File: src/rtl/ssd_pkg.sv
// Shared definitions for the multiplexed seven-segment ALU display:
// opcode encoding and the hex-to-segment lookup table ({a,b,c,d,e,f,g}, active-high).
package ssd_pkg;

    typedef enum logic [1:0] {
        OP_ADD = 2'd0,
        OP_OR  = 2'd1,
        OP_SUB = 2'd2,
        OP_XOR = 2'd3
    } opcode_e;

    // Entry k holds the segment pattern for hex digit k (entry 0 is the rightmost field).
    localparam logic [15:0][6:0] SEG7_TABLE = {
        7'b1000111,  // F
        7'b1001111,  // E
        7'b0111101,  // d
        7'b1001110,  // C
        7'b0011111,  // b
        7'b1110111,  // A
        7'b1111011,  // 9
        7'b1111111,  // 8
        7'b1110000,  // 7
        7'b1011111,  // 6
        7'b1011011,  // 5
        7'b0110011,  // 4
        7'b1111001,  // 3
        7'b1101101,  // 2
        7'b0110000,  // 1
        7'b1111110   // 0
    };

endpackage

File: src/rtl/hex_to_seg7.sv
// Combinational 4-bit hex to seven-segment decoder built on the package table.
module hex_to_seg7
    import ssd_pkg::*;
(
    input  logic [3:0] hex,
    output logic [6:0] seg
);

    assign seg = SEG7_TABLE[hex];

endmodule

File: src/rtl/ssd_mux_alu.sv
// Time-multiplexed seven-segment display driver with a small operand ALU.
// A load strobe captures the ALU result; the result is scanned out in hex,
// one digit per PRESCALE clock cycles, all outputs registered.
// Optional build macro: SSD_MUX_LEADING_ZERO_BLANK_EN blanks leading zero
// digits (digit 0 is always shown, the anode stays active while blanked).
module ssd_mux_alu
    import ssd_pkg::*;
#(
    parameter int N        = 8,
    parameter int DIGITS   = 3,
    parameter int PRESCALE = 4
) (
    input  logic              clk,
    input  logic              rst_n,
    input  logic [N-1:0]      A,
    input  logic [N-1:0]      B,
    input  logic [1:0]        Opcode,
    input  logic              Enable,
    input  logic              load,
    output logic [6:0]        seg,
    output logic [DIGITS-1:0] an,
    output logic              frame_done
);

    localparam int PW     = (PRESCALE > 1) ? $clog2(PRESCALE) : 1;
    localparam int DW     = (DIGITS > 1) ? $clog2(DIGITS) : 1;
    localparam int DISP_W = DIGITS * 4;

    logic [N:0]               result_q;
    logic [N:0]               alu_res;
    logic [PW-1:0]            pre_q;
    logic [DW-1:0]            dig_q;
    logic                     wrap_q;

    logic [DIGITS-1:0][3:0]   digits;
    logic [3:0]               cur_nib;
    logic [6:0]               dec_seg;
    logic [6:0]               seg_next;
    logic [DIGITS-1:0]        an_next;
    logic                     blank;
    logic                     pre_last;
    logic                     dig_last;

    // ALU: ADD keeps the carry and SUB the borrow in bit N; logic ops zero-extend.
    always_comb begin
        alu_res = '0;
        case (opcode_e'(Opcode))
            OP_ADD:  alu_res = {1'b0, A} + {1'b0, B};
            OP_OR:   alu_res = {1'b0, A | B};
            OP_SUB:  alu_res = {1'b0, A} - {1'b0, B};
            OP_XOR:  alu_res = {1'b0, A ^ B};
            default: alu_res = '0;
        endcase
    end

    // Result is zero-padded (or truncated) to a whole number of hex digits.
    assign digits  = DISP_W'(result_q);
    assign cur_nib = digits[dig_q];

    hex_to_seg7 u_dec (
        .hex (cur_nib),
        .seg (dec_seg)
    );

`ifdef SSD_MUX_LEADING_ZERO_BLANK_EN
    logic [DIGITS-1:0] upper_zero;

    // upper_zero[i] is set when digit i and every digit above it are zero.
    always_comb begin
        upper_zero             = '0;
        upper_zero[DIGITS-1]   = (digits[DIGITS-1] == 4'd0);
        for (int i = DIGITS - 2; i >= 0; i--) begin
            upper_zero[i] = upper_zero[i+1] && (digits[i] == 4'd0);
        end
    end

    assign blank = (dig_q != '0) && upper_zero[dig_q];
`else
    assign blank = 1'b0;
`endif

    assign seg_next = blank ? 7'd0 : dec_seg;
    assign an_next  = DIGITS'(1) << dig_q;
    assign pre_last = (pre_q == PW'(PRESCALE - 1));
    assign dig_last = (dig_q == DW'(DIGITS - 1));

    // Result register: load is accepted whether or not the display is enabled.
    always_ff @(posedge clk) begin
        if (!rst_n) begin
            result_q <= '0;
        end else if (load) begin
            result_q <= alu_res;
        end
    end

    // Scan counters and registered outputs; outputs reflect the pre-edge digit,
    // and frame_done follows the digit wrap by one edge so it lines up with digit 0.
    always_ff @(posedge clk) begin
        if (!rst_n || !Enable) begin
            pre_q      <= '0;
            dig_q      <= '0;
            wrap_q     <= 1'b0;
            seg        <= '0;
            an         <= '0;
            frame_done <= 1'b0;
        end else begin
            seg        <= seg_next;
            an         <= an_next;
            frame_done <= wrap_q;
            wrap_q     <= pre_last && dig_last;
            if (pre_last) begin
                pre_q <= '0;
                dig_q <= dig_last ? '0 : dig_q + 1'b1;
            end else begin
                pre_q <= pre_q + 1'b1;
            end
        end
    end

endmodule

File: config.mk
export PLATFORM = sky130hd
export DESIGN_NAME = ssd_mux_alu
export DESIGN_NICKNAME = d
export VERILOG_FILES = /design/src/rtl/ssd_pkg.sv /design/src/rtl/hex_to_seg7.sv /design/src/rtl/ssd_mux_alu.sv
export SDC_FILE = /design/constraint.sdc
export NUM_CORES = 1
export LEC_CHECK = 0
export CAP_MARGIN = 5
export CORE_AREA = 4 4 50 97
export CTS_CLUSTER_SIZE = 24
export DETAILED_ROUTE_END_ITERATION = 12
export DIE_AREA = 0 0 54 101
export PLACE_DENSITY = 0.78
export SETUP_SLACK_MARGIN = 0.2
export SLEW_MARGIN = 20
export SYNTH_ARGS = -nofsm -noshare
export SYNTH_HDL_FRONTEND = slang
export SYNTH_SLANG_ARGS = --single-unit
File: constraint.sdc
create_clock -name clk -period 3.1 [get_ports clk]
set_clock_uncertainty 0.05 [all_clocks]
set_input_delay 0.62 -clock clk [delete_from_list [all_inputs] [get_ports clk]]
set_output_delay 0.62 -clock clk [all_outputs]
set_load 0.01 [all_outputs]
==> qor.yml, run 1 <==
status:
  status: "completed"
placement:
  gp_congestion: 0.920
  place_ws_ns: -0.251
  post-dp-hpwl_mm: 3.71
  place_inst: 324
  port_buffers: 32
synth:
  async_flop_share_pct: 0
  synth_xor_area_share_pct: 3.22
  synthSimpleGateAreaFrac_pct: 18.7
  yosysSeqAreaShare_pct: 26.3
  syn-instance-count: 233
  ys_types: 41
  synth.net_count: 281
  synth.mux.area_fraction_pct: 6.38
  syn-cell-area_mm2: 0.00190
  yosys.area_share.adder_pct: 17.5
  synth_top_family_by_area: "compound AO/OA/AOI/OAI gates"
  synth_edf_count: 0
  ys_seq_elements: 25
  synthFlopType: "dfxtp_1"
  syn_avg_cell_area_um2: 8.16
  yosysWarningCount: 0
  synth_compound_area_share_pct: 20.3
worst_setup_path:
  cp-start-kind: "input pin"
  critPathSlowestCell: "or4b_1"
  cp_top_family: "simple AND/OR/NAND/NOR gates"
  crit_fanout: 2
  max_stage_delay_ns: 0.49
  end_kind: "flop"
  path_cells: "dlygate4sd2_1 > inv_1 > ha_1 > mux2_4 > inv_1 > ha_1 > nor2b_4 > o31a_1 > or2_1 > or4b_1 > a31oi_1"
  cp.arrival_ns: 2.97
  worst-r2r-setup-slack_ns: 1.03
  criticalPathCategory: "input pin to flop"
  worstPathRequired_ns: 3.25
  worst-path-buf-inv: 3
timing:
  layout_setup_ws_ns: 0.284
  slew_viol_final: 0
  finalHoldViolCount: 0
  hold_ws_ns: 0.384
  rsz0062_at_grt: "no"
  worst_pin_slew_ns: 0.610
  clock.fmax_ghz: 0.355
  period_minus_slack_ns: 2.82
  min_period_over_period_pct: 90.8
  max_slew_margin_pct: 59.2
  setup_viol: 0
global_route:
  gr-usage-met3_pct: 1.48
  grt_pass1_vias: 1765
  grt_pass1_wl_mm: 7.09
  met1_usage_pct: 14.0
  grt.total_usage_pct: 17.4
  grt_antenna_before_repair: 0
  grt_overflow: 0
  grt_busiest_layer: "met2"
  use_met2_pct: 36.1
  grt_max_degree: 18
cells_and_area:
  final_cell_mix: "28 x clkdlybuf4s50_1, 25 x inv_1, 25 x ha_1, 25 x dfxtp_1, 23 x buf_4"
  fillers: 382
  area_growth_pct: 30.7
  final_cell_count_no_fill: 332
  final_common_cell: "clkdlybuf4s50_1"
  num_antenna_cells: 0
  fin_nets: 329
  multiInputGateArea_mm2: 0.00129
  regArea_um2: 500
  drive_gt1_share_pct: 12.9
clock_tree:
  cts.htree.levels: 1
  cts_sinks: 25
  cts_made_buffers: 3
  clk_latency_ns: 0.27
  cts_tree: "yes"
  ctsHoldBuffers: 0
  cts_root_buf: "clkbuf_8"
  clk_pin_slew_ns: 0.09
  clockBufferDepth: 2
die:
  die_x_um: 54
  coreArea_mm2: 0.00409
  die_h_um: 101
  die_area_mm2: 0.00545
  start_util_pct: 46.5
  rows: 33
  io_pins: 33
routing:
  drc: 0
  wirelength_mm: 4.46
  dr.pass1.iters: 5
  routed-via-count: 1828
  drtAntennaViolNets: 0
  post_drt_wl_per_cell_um: 13.4
  drt_iter0_drc: 44
  viasPerCell: 5.51
hold_path:
  hp-class: "flop to flop"
pwr:
  p_leak_nw: 1.15
  peakVddDrop_mv: 0.238
  total_power_w: 0.000886
  power.density_mw_per_mm2: 356
job:
  cap_violations: 0
==> power by group <==
group	internal (W)	switching, W	leakage (nW)
Combinational	0.000178	0.000169	0.921
Clock	0.0000898	0.0000998	0.0255
Sequential	0.000341	0.00000840	0.206
Total	0.000609	0.000277	1.15
==> cell type report <==
class,instances,area share (%)
Sequential cell,25,20.1
Tap cell,52,2.62
Clock buffer,3,1.66
Clock inverter,1,0.201
Timing Repair Buffer,55,19.6
Inverter,26,3.93
Multi-Input combinational cell,170,51.8
==> metal layers <==
| metal | part of all wire [%] | vias up | wire (µm) |
|---|---|---|---|
| met5 | 0 | - | 0 |
| met4 | 4.1 | 0 | 183 |
| met3 | 2.7 | 14 | 120 |
| met2 | 61 | 38 | 2740 |
| met1 | 32 | 861 | 1420 |
| li1 | - | 915 | - |
==> cell usage after synthesis (5+ instances only) <==
cell type	instances	area, µm²
a21oi_1	10	50.1
clkbuf_1	10	37.5
dfxtp_1	25	500
ha_1	25	313
inv_1	26	97.6
mux2i_1	11	110
nand2_1	14	52.6
nand3b_1	5	37.5
nor2_1	16	60.1
nor3_1	9	45.0
o21ai_0	17	85.1
xnor2_1	6	52.6
==> metrics by stage <==
step,setup TNS [ns],utilization (%),instance area [µm²]
floorplan,0,-,1910
global placement,-0.509,58.4,2390
detailed placement,-0.760,58.4,2390
CTS,0,60.3,2460
global route,0,60.8,2490
finish,0,60.8,2490
==> registers in the layout (all words and copies together), names as in the netlist <==
name and cells:
result_q 9, seg 7, an 3, dig_q 2, pre_q 2, frame_done 1, wrap_q 1
==> repair_timing <==
action	in CTS	in global routing
gates cloned	0	0
setup buffers	3	1
pin swaps	3	4
resized for setup	7	5
setup endpoints to repair	4	4
==> final timing paths <==
kind                            cells past startpoint           to     start
worst min register to register                      1     pre_q[0]  pre_q[0]
worst max-delay path                               11  result_q[5]      B[0]
worst min-delay path                                1     pre_q[0]  pre_q[0]
worst max register to register                      8       seg[5]  dig_q[1]
==> worst register-to-register path: cells and delay by family, from the launching register on <==
kind / cells / cell delay (ns)
flip-flops: 1 / 0.61
multiplexers: 1 / 0.23
AND/OR/NAND/NOR: 1 / 0.07
AO/OA/AOI/OAI: 3 / 0.42
adder cells (fa/ha/maj): 1 / 0.29
buffers and inverters: 2 / 0.32
==> cell families (layout without fill, tap and decap cells) <==
logic type                 after synthesis  count (layout)
DFF                                     25              25
buffers and inverters                   38              85
AOI/OAI and AO/OA                       58              58
xor gates and xnor gates                 7               7
and+or+nand+nor                         67              67
adders and majority gates               26              26
muxes                                   12              12
(Power assumes the default switching activity.)
==> run 2, diff against run 1 <==
--- a/config.mk
+++ b/config.mk
@@ -6,13 +6,13 @@
 export NUM_CORES = 1
 export LEC_CHECK = 0
 export CAP_MARGIN = 5
-export CORE_AREA = 4 4 50 97
+export CORE_AREA = 4 4 47 91
 export CTS_CLUSTER_SIZE = 24
 export DETAILED_ROUTE_END_ITERATION = 12
-export DIE_AREA = 0 0 54 101
-export PLACE_DENSITY = 0.78
+export DIE_AREA = 0 0 51 95
+export DONT_BUFFER_PORTS = 1
+export PLACE_DENSITY = 0.74
 export SETUP_SLACK_MARGIN = 0.2
-export SLEW_MARGIN = 20
 export SYNTH_ARGS = -nofsm -noshare
 export SYNTH_HDL_FRONTEND = slang
 export SYNTH_SLANG_ARGS = --single-unit
==> qor.yml, run 2 (same netlist as run 1, synthesis figures left out) <==
global_route:
  grt_pass1_vias: 1553
  grt_pass1_wl_mm: 6.53
  grt_overflow: 0
  grt.total_usage_pct: 17.4
  grt_max_degree: 19
  grt_antenna_before_repair: 0
worst_setup_path:
  criticalPathCategory: "input pin to flop"
  cp.arrival_ns: 2.80
  worstPathRequired_ns: 3.25
  cp-start-kind: "input pin"
  end_kind: "flop"
  crit_fanout: 4
job:
  cap_violations: 0
die:
  die_x_um: 51
  die_area_mm2: 0.00485
  die_h_um: 95
  start_util_pct: 52.7
  rows: 31
  coreArea_mm2: 0.00361
  io_pins: 33
clock_tree:
  cts_sinks: 25
  cts_root_buf: "clkbuf_8"
  cts_resized: 0
  cts_made_buffers: 3
  postCtsSetupBuffers: 0
  clk_latency_ns: 0.27
  clockBufferDepth: 2
  cts_tree: "yes"
  ctsHoldBuffers: 0
  clk_pin_slew_ns: 0.08
  cts.htree.levels: 1
routing:
  dr.pass1.iters: 4
  drtAntennaViolNets: 0
  drc: 0
  drt_iter0_drc: 20
  viasPerCell: 5.70
  post_drt_wl_per_cell_um: 14.0
  wirelength_mm: 3.90
  routed-via-count: 1591
timing:
  setup-tns-final_ns: 0
  min_period_over_period_pct: 85.3
  max_slew_margin_pct: 57.2
  hold_ws_ns: 0.384
  rsz0062_at_grt: "no"
  setup_viol: 0
  clock.fmax_ghz: 0.378
  worst_pin_slew_ns: 0.639
  slew_viol_final: 0
  period_minus_slack_ns: 2.65
  finalHoldViolCount: 0
cells_and_area:
  num_antenna_cells: 0
  final_util_pct: 55.5
  final_common_cell: "inv_1"
  fin_nets: 279
  final_cell_mix: "26 x inv_1, 25 x ha_1, 25 x dfxtp_1"
  largest_register_ffs: 9
  top_register: "result_q"
  top_regs: "result_q (9), seg (7), an (3)"
  area_growth_pct: 5.33
  drive_gt1_share_pct: 5.22
placement:
  gp_congestion: 0.825
  port_buffers: 0
  post-dp-hpwl_mm: 3.26
pwr:
  peakVddDrop_mv: 0.262
  p_clk_share_pct: 23.9
  power.density_mw_per_mm2: 391
  p_leak_nw: 0.923
  pwr-share-seq_pct: 45.1
  total_power_w: 0.000784
  swShare_pct: 30.4
  p_switching_w: 0.000238
  internal_power_w: 0.000546
  p_comb_share_pct: 30.9
status:
  status: "completed"
hold_path:
  hp-class: "input pin to flop"
run 2: changes by cell type in the layout (fill, tap and decap cells not counted), sizes merged:
cell	delta
buf	-18
dlygate4sd2	-4
clkdlybuf4s50	-28
run 2: metal layers:
layer	GRT usage [%]	part of all wire [%]	vias to the layer above	routed length (µm)
met4	9.66	3.6	0	139
li1	-	-	810	-
met5	0	0	-	0
met2	35.7	58	38	2280
met3	2.21	3.5	10	135
met1	15.1	34	733	1340
run 2: metrics by stage:
step	cells	setup WS, ns	instance area [µm²]
finish	279	0.454	2000
global route	279	0.321	2000
CTS	279	0.459	2000
detailed placement	275	0.182	1960
global placement	275	0.239	1960
floorplan	233	0.183	1910
run 2: power groups by stage:
stage / logic, W / registers [W] / clock network (W)
after floorplan: 0.000200 / 0.000359 / 0
after global placement: 0.000236 / 0.000362 / 0
after detailed placement: 0.000241 / 0.000362 / 0
after CTS: 0.000242 / 0.000355 / 0.000192
after global routing: 0.000274 / 0.000357 / 0.000206
final: 0.000243 / 0.000354 / 0.000188
run 2: worst paths after layout:
path / slack (ns) / end / depth (start not counted) / startpoint
max: 0.45 / result_q[5] / 10 / B[0]
min: 0.38 / result_q[3] / 1 / load
max reg2reg: 1.03 / seg[6] / 5 / dig_q[0]
min reg2reg: 0.38 / pre_q[0] / 1 / pre_q[0]
run 2: cell type report:
class,instances,area [µm²]
clock inverter,1,5.00
inverter,26,97.6
clock buffer,3,41.3
timing repair buffer,5,37.5
sequential,25,500
fill,359,1600
multi-input combinational,170,1260
tap,49,61.3
run 2: worst max-delay path: stages:
cell and delay (ns):
inv_1 0.05, ha_1 0.29, mux2_4 0.28, inv_1 0.06
ha_1 0.22, nor2b_4 0.13, o31a_1 0.27, or2_0 0.24
or4b_1 0.51, a31oi_1 0.13
==> run 3, diff against run 2 <==
--- a/config.mk
+++ b/config.mk
@@ -5,13 +5,14 @@
 export SDC_FILE = /design/constraint.sdc
 export NUM_CORES = 1
 export LEC_CHECK = 0
+export ABC_AREA = 1
 export CAP_MARGIN = 5
 export CORE_AREA = 4 4 47 91
 export CTS_CLUSTER_SIZE = 24
 export DETAILED_ROUTE_END_ITERATION = 12
 export DIE_AREA = 0 0 51 95
 export DONT_BUFFER_PORTS = 1
-export PLACE_DENSITY = 0.74
+export PLACE_DENSITY = 0.75
 export SETUP_SLACK_MARGIN = 0.2
 export SYNTH_ARGS = -nofsm -noshare
 export SYNTH_HDL_FRONTEND = slang
==> qor.yml, run 3 <==
hold_path:
  min_from: "wrap_q"
  whs_endpoint: "frame_done"
  hp-class: "flop to flop"
  min_path_cells: 2
synth:
  yosys.area.top_type: "dfxtp_1"
  yosys.cell_count.top_type: "nand2_1"
  synthFlopType: "dfxtp_1"
  synth.top_cell.area_share_pct: 26.1
  ys_seq_elements: 25
  synthTopCellsByCount: "59 x nand2_1, 58 x inv_1, 25 x dfxtp_1, 25 x ha_1, 24 x nor2_1"
  syn-instance-count: 285
  ys_types: 28
  synth_area_leaders: "dfxtp_1 26%, ha_1 16%, nand2_1 12%"
  syn-cell-area_mm2: 0.00192
  syn_avg_cell_area_um2: 6.74
  synth.net_count: 333
  async_flop_share_pct: 0
  synth_edf_count: 0
  yosysWarningCount: 0
  yosysSeqAreaShare_pct: 26.1
clock_tree:
  cts_root_buf: "clkbuf_8"
  cts_resized: 0
  cts_sinks: 25
  cts.htree.levels: 1
  clk_latency_ns: 0.26
  cts_made_buffers: 3
  postCtsSetupBuffers: 0
  clockBufferDepth: 2
  cts_tree: "yes"
  ctsHoldBuffers: 0
  clk_pin_slew_ns: 0.09
status:
  status: "completed"
timing:
  rsz0062_at_grt: "no"
  min_period_over_period_pct: 76.1
  max_slew_margin_pct: 66.6
  worst_pin_slew_ns: 0.496
  clock.fmax_ghz: 0.424
  period_minus_slack_ns: 2.36
  setup-tns-final_ns: 0
  finalHoldViolCount: 0
  slew_viol_final: 0
  setup_viol: 0
placement:
  post-dp-hpwl_mm: 3.51
  gp_congestion: 0.940
  port_buffers: 0
worst_setup_path:
  end_kind: "flop"
  cp-start-kind: "input pin"
  timing.rr.start: "dig_q[1]"
  worstPathRequired_ns: 3.25
  criticalPathCategory: "input pin to flop"
  crit_fanout: 5
  rr_endpoint: "seg[3]"
  reg2regPathDepth: 9
  worst-r2r-setup-slack_ns: 1.10
  cp.arrival_ns: 2.51
routing:
  drc: 0
  routed-via-count: 1751
  drtAntennaViolNets: 0
  drt_iter0_drc: 25
  viasPerCell: 5.21
  wirelength_mm: 4.18
  dr.pass1.iters: 4
  post_drt_wl_per_cell_um: 12.4
global_route:
  use_met2_pct: 37.4
  grt_antenna_before_repair: 0
  grt_pass1_vias: 1677
  grt.total_usage_pct: 18.0
  met1_usage_pct: 16.7
  gr-usage-met3_pct: 1.74
  grt_overflow: 0
  grt_busiest_layer: "met2"
  grt_max_degree: 17
  grt_pass1_wl_mm: 6.82
cells_and_area:
  largest_register_ffs: 9
  multiInputGateArea_mm2: 0.00117
  drive_gt1_share_pct: 5.92
  top_register: "result_q"
  area_growth_pct: 4.95
  final_cell_mix: "59 x nand2_1, 58 x inv_1, 25 x ha_1, 25 x dfxtp_1, 24 x nor2_1"
  num_antenna_cells: 0
  fin_nets: 336
  final_common_cell: "nand2_1"
  regArea_um2: 500
  fillers: 356
  top_regs: "result_q (9), seg (7), an (3)"
pwr:
  power.density_mw_per_mm2: 394
  internal_power_w: 0.000524
  pwr-share-seq_pct: 44.6
  peakVddDrop_mv: 0.273
  p_switching_w: 0.000271
  p_comb_share_pct: 31.1
  total_power_w: 0.000795
  p_leak_nw: 1.07
  swShare_pct: 34.0
  p_clk_share_pct: 24.3
die:
  rows: 31
  die_area_mm2: 0.00485
  die_x_um: 51
  die_h_um: 95
  start_util_pct: 53.2
  io_pins: 33
  coreArea_mm2: 0.00361
job:
  cap_violations: 0
-- run 3: cell types whose count changed after synthesis, sizes merged, moves of 6 or more --
cell,previous run,this run
inv,26,62
nand2,14,62
nor3,9,1
a21oi,10,19
nand3,3,14
xor2,1,7
mux2i,11,0
xnor2,6,0
clkbuf,10,1
nor2,16,26
-- run 3: logic make-up (layout without fill, tap and decap cells) --
kind of cell | Yosys count | count (layout) | share of synthesized area (%)
XOR/XNOR | 7 | 7 | 3.19
AND/OR/NAND/NOR | 111 | 111 | 24.6
AO/OA/AOI/OAI | 52 | 52 | 15.8
buffers and inverters | 64 | 66 | 13.0
adder cells (fa/ha/maj) | 26 | 26 | 17.3
flip-flops | 25 | 25 | 26.1
-- run 3: per-stage QoR --
step | setup WS (ns) | util [%] | hold WS, ns | area (µm²) | instances
after floorplan | 0.728 | - | 0.344 | 1920 | 285
after global placement | 0.574 | 54.5 | 0.346 | 1970 | 332
after detailed placement | 0.494 | 54.5 | 0.355 | 1970 | 332
after CTS | 0.767 | 55.9 | 0.369 | 2020 | 336
after global routing | 0.602 | 55.9 | 0.400 | 2020 | 336
final | 0.740 | 55.9 | 0.364 | 2020 | 336
-- run 3: power groups by stage --
stage	Combinational, W	Clock [W]	Sequential (W)
6_report	0.000247	0.000193	0.000354
5_1_grt	0.000282	0.000205	0.000357
4_1_cts	0.000245	0.000196	0.000355
3_5_place_dp	0.000243	0	0.000362
3_3_place_gp	0.000237	0	0.000362
2_1_floorplan	0.000200	0	0.000360
-- run 3: area by class of cell --
class                      count  area share [%]
clock inverter                 1           0.372
inverter                      62            11.7
sequential                    25            24.8
clock buffer                   3            2.05
tap                           49            3.04
multi-input combinational    196            58.0
-- run 3: routing by layer --
| metal | wire, µm | share of wire [%] | up-vias |
|---|---|---|---|
| met1 | 1430 | 34 | 788 |
| met4 | 109 | 2.6 | 0 |
| li1 | - | - | 906 |
| met2 | 2440 | 58 | 48 |
| met5 | 0 | 0 | - |
| met3 | 199 | 4.8 | 9 |
-- run 3: worst max-delay path, cell delays in order --
cell	delay, ns
inv_1	0.09
ha_1	0.18
nand2_1	0.11
o31ai_1	0.28
xor2_1	0.17
inv_1	0.05
ha_1	0.33
nand2_1	0.10
inv_1	0.04
a21oi_1	0.20
nand2_1	0.07
nand2_1	0.06
nand3_1	0.07
a21oi_1	0.13
-- run 3: worst max-delay path by stage --
| stage | start | endpoint | slack, ns | depth (start not counted) |
|---|---|---|---|---|
| floorplan | B[1] | result_q[7] | 0.73 | 14 |
| global placement | Opcode[1] | result_q[6] | 0.57 | 13 |
| detailed placement | B[1] | result_q[8] | 0.49 | 14 |
| CTS | B[1] | result_q[8] | 0.77 | 14 |
| global route | B[1] | result_q[8] | 0.60 | 13 |
| finish | B[1] | result_q[8] | 0.74 | 14 |
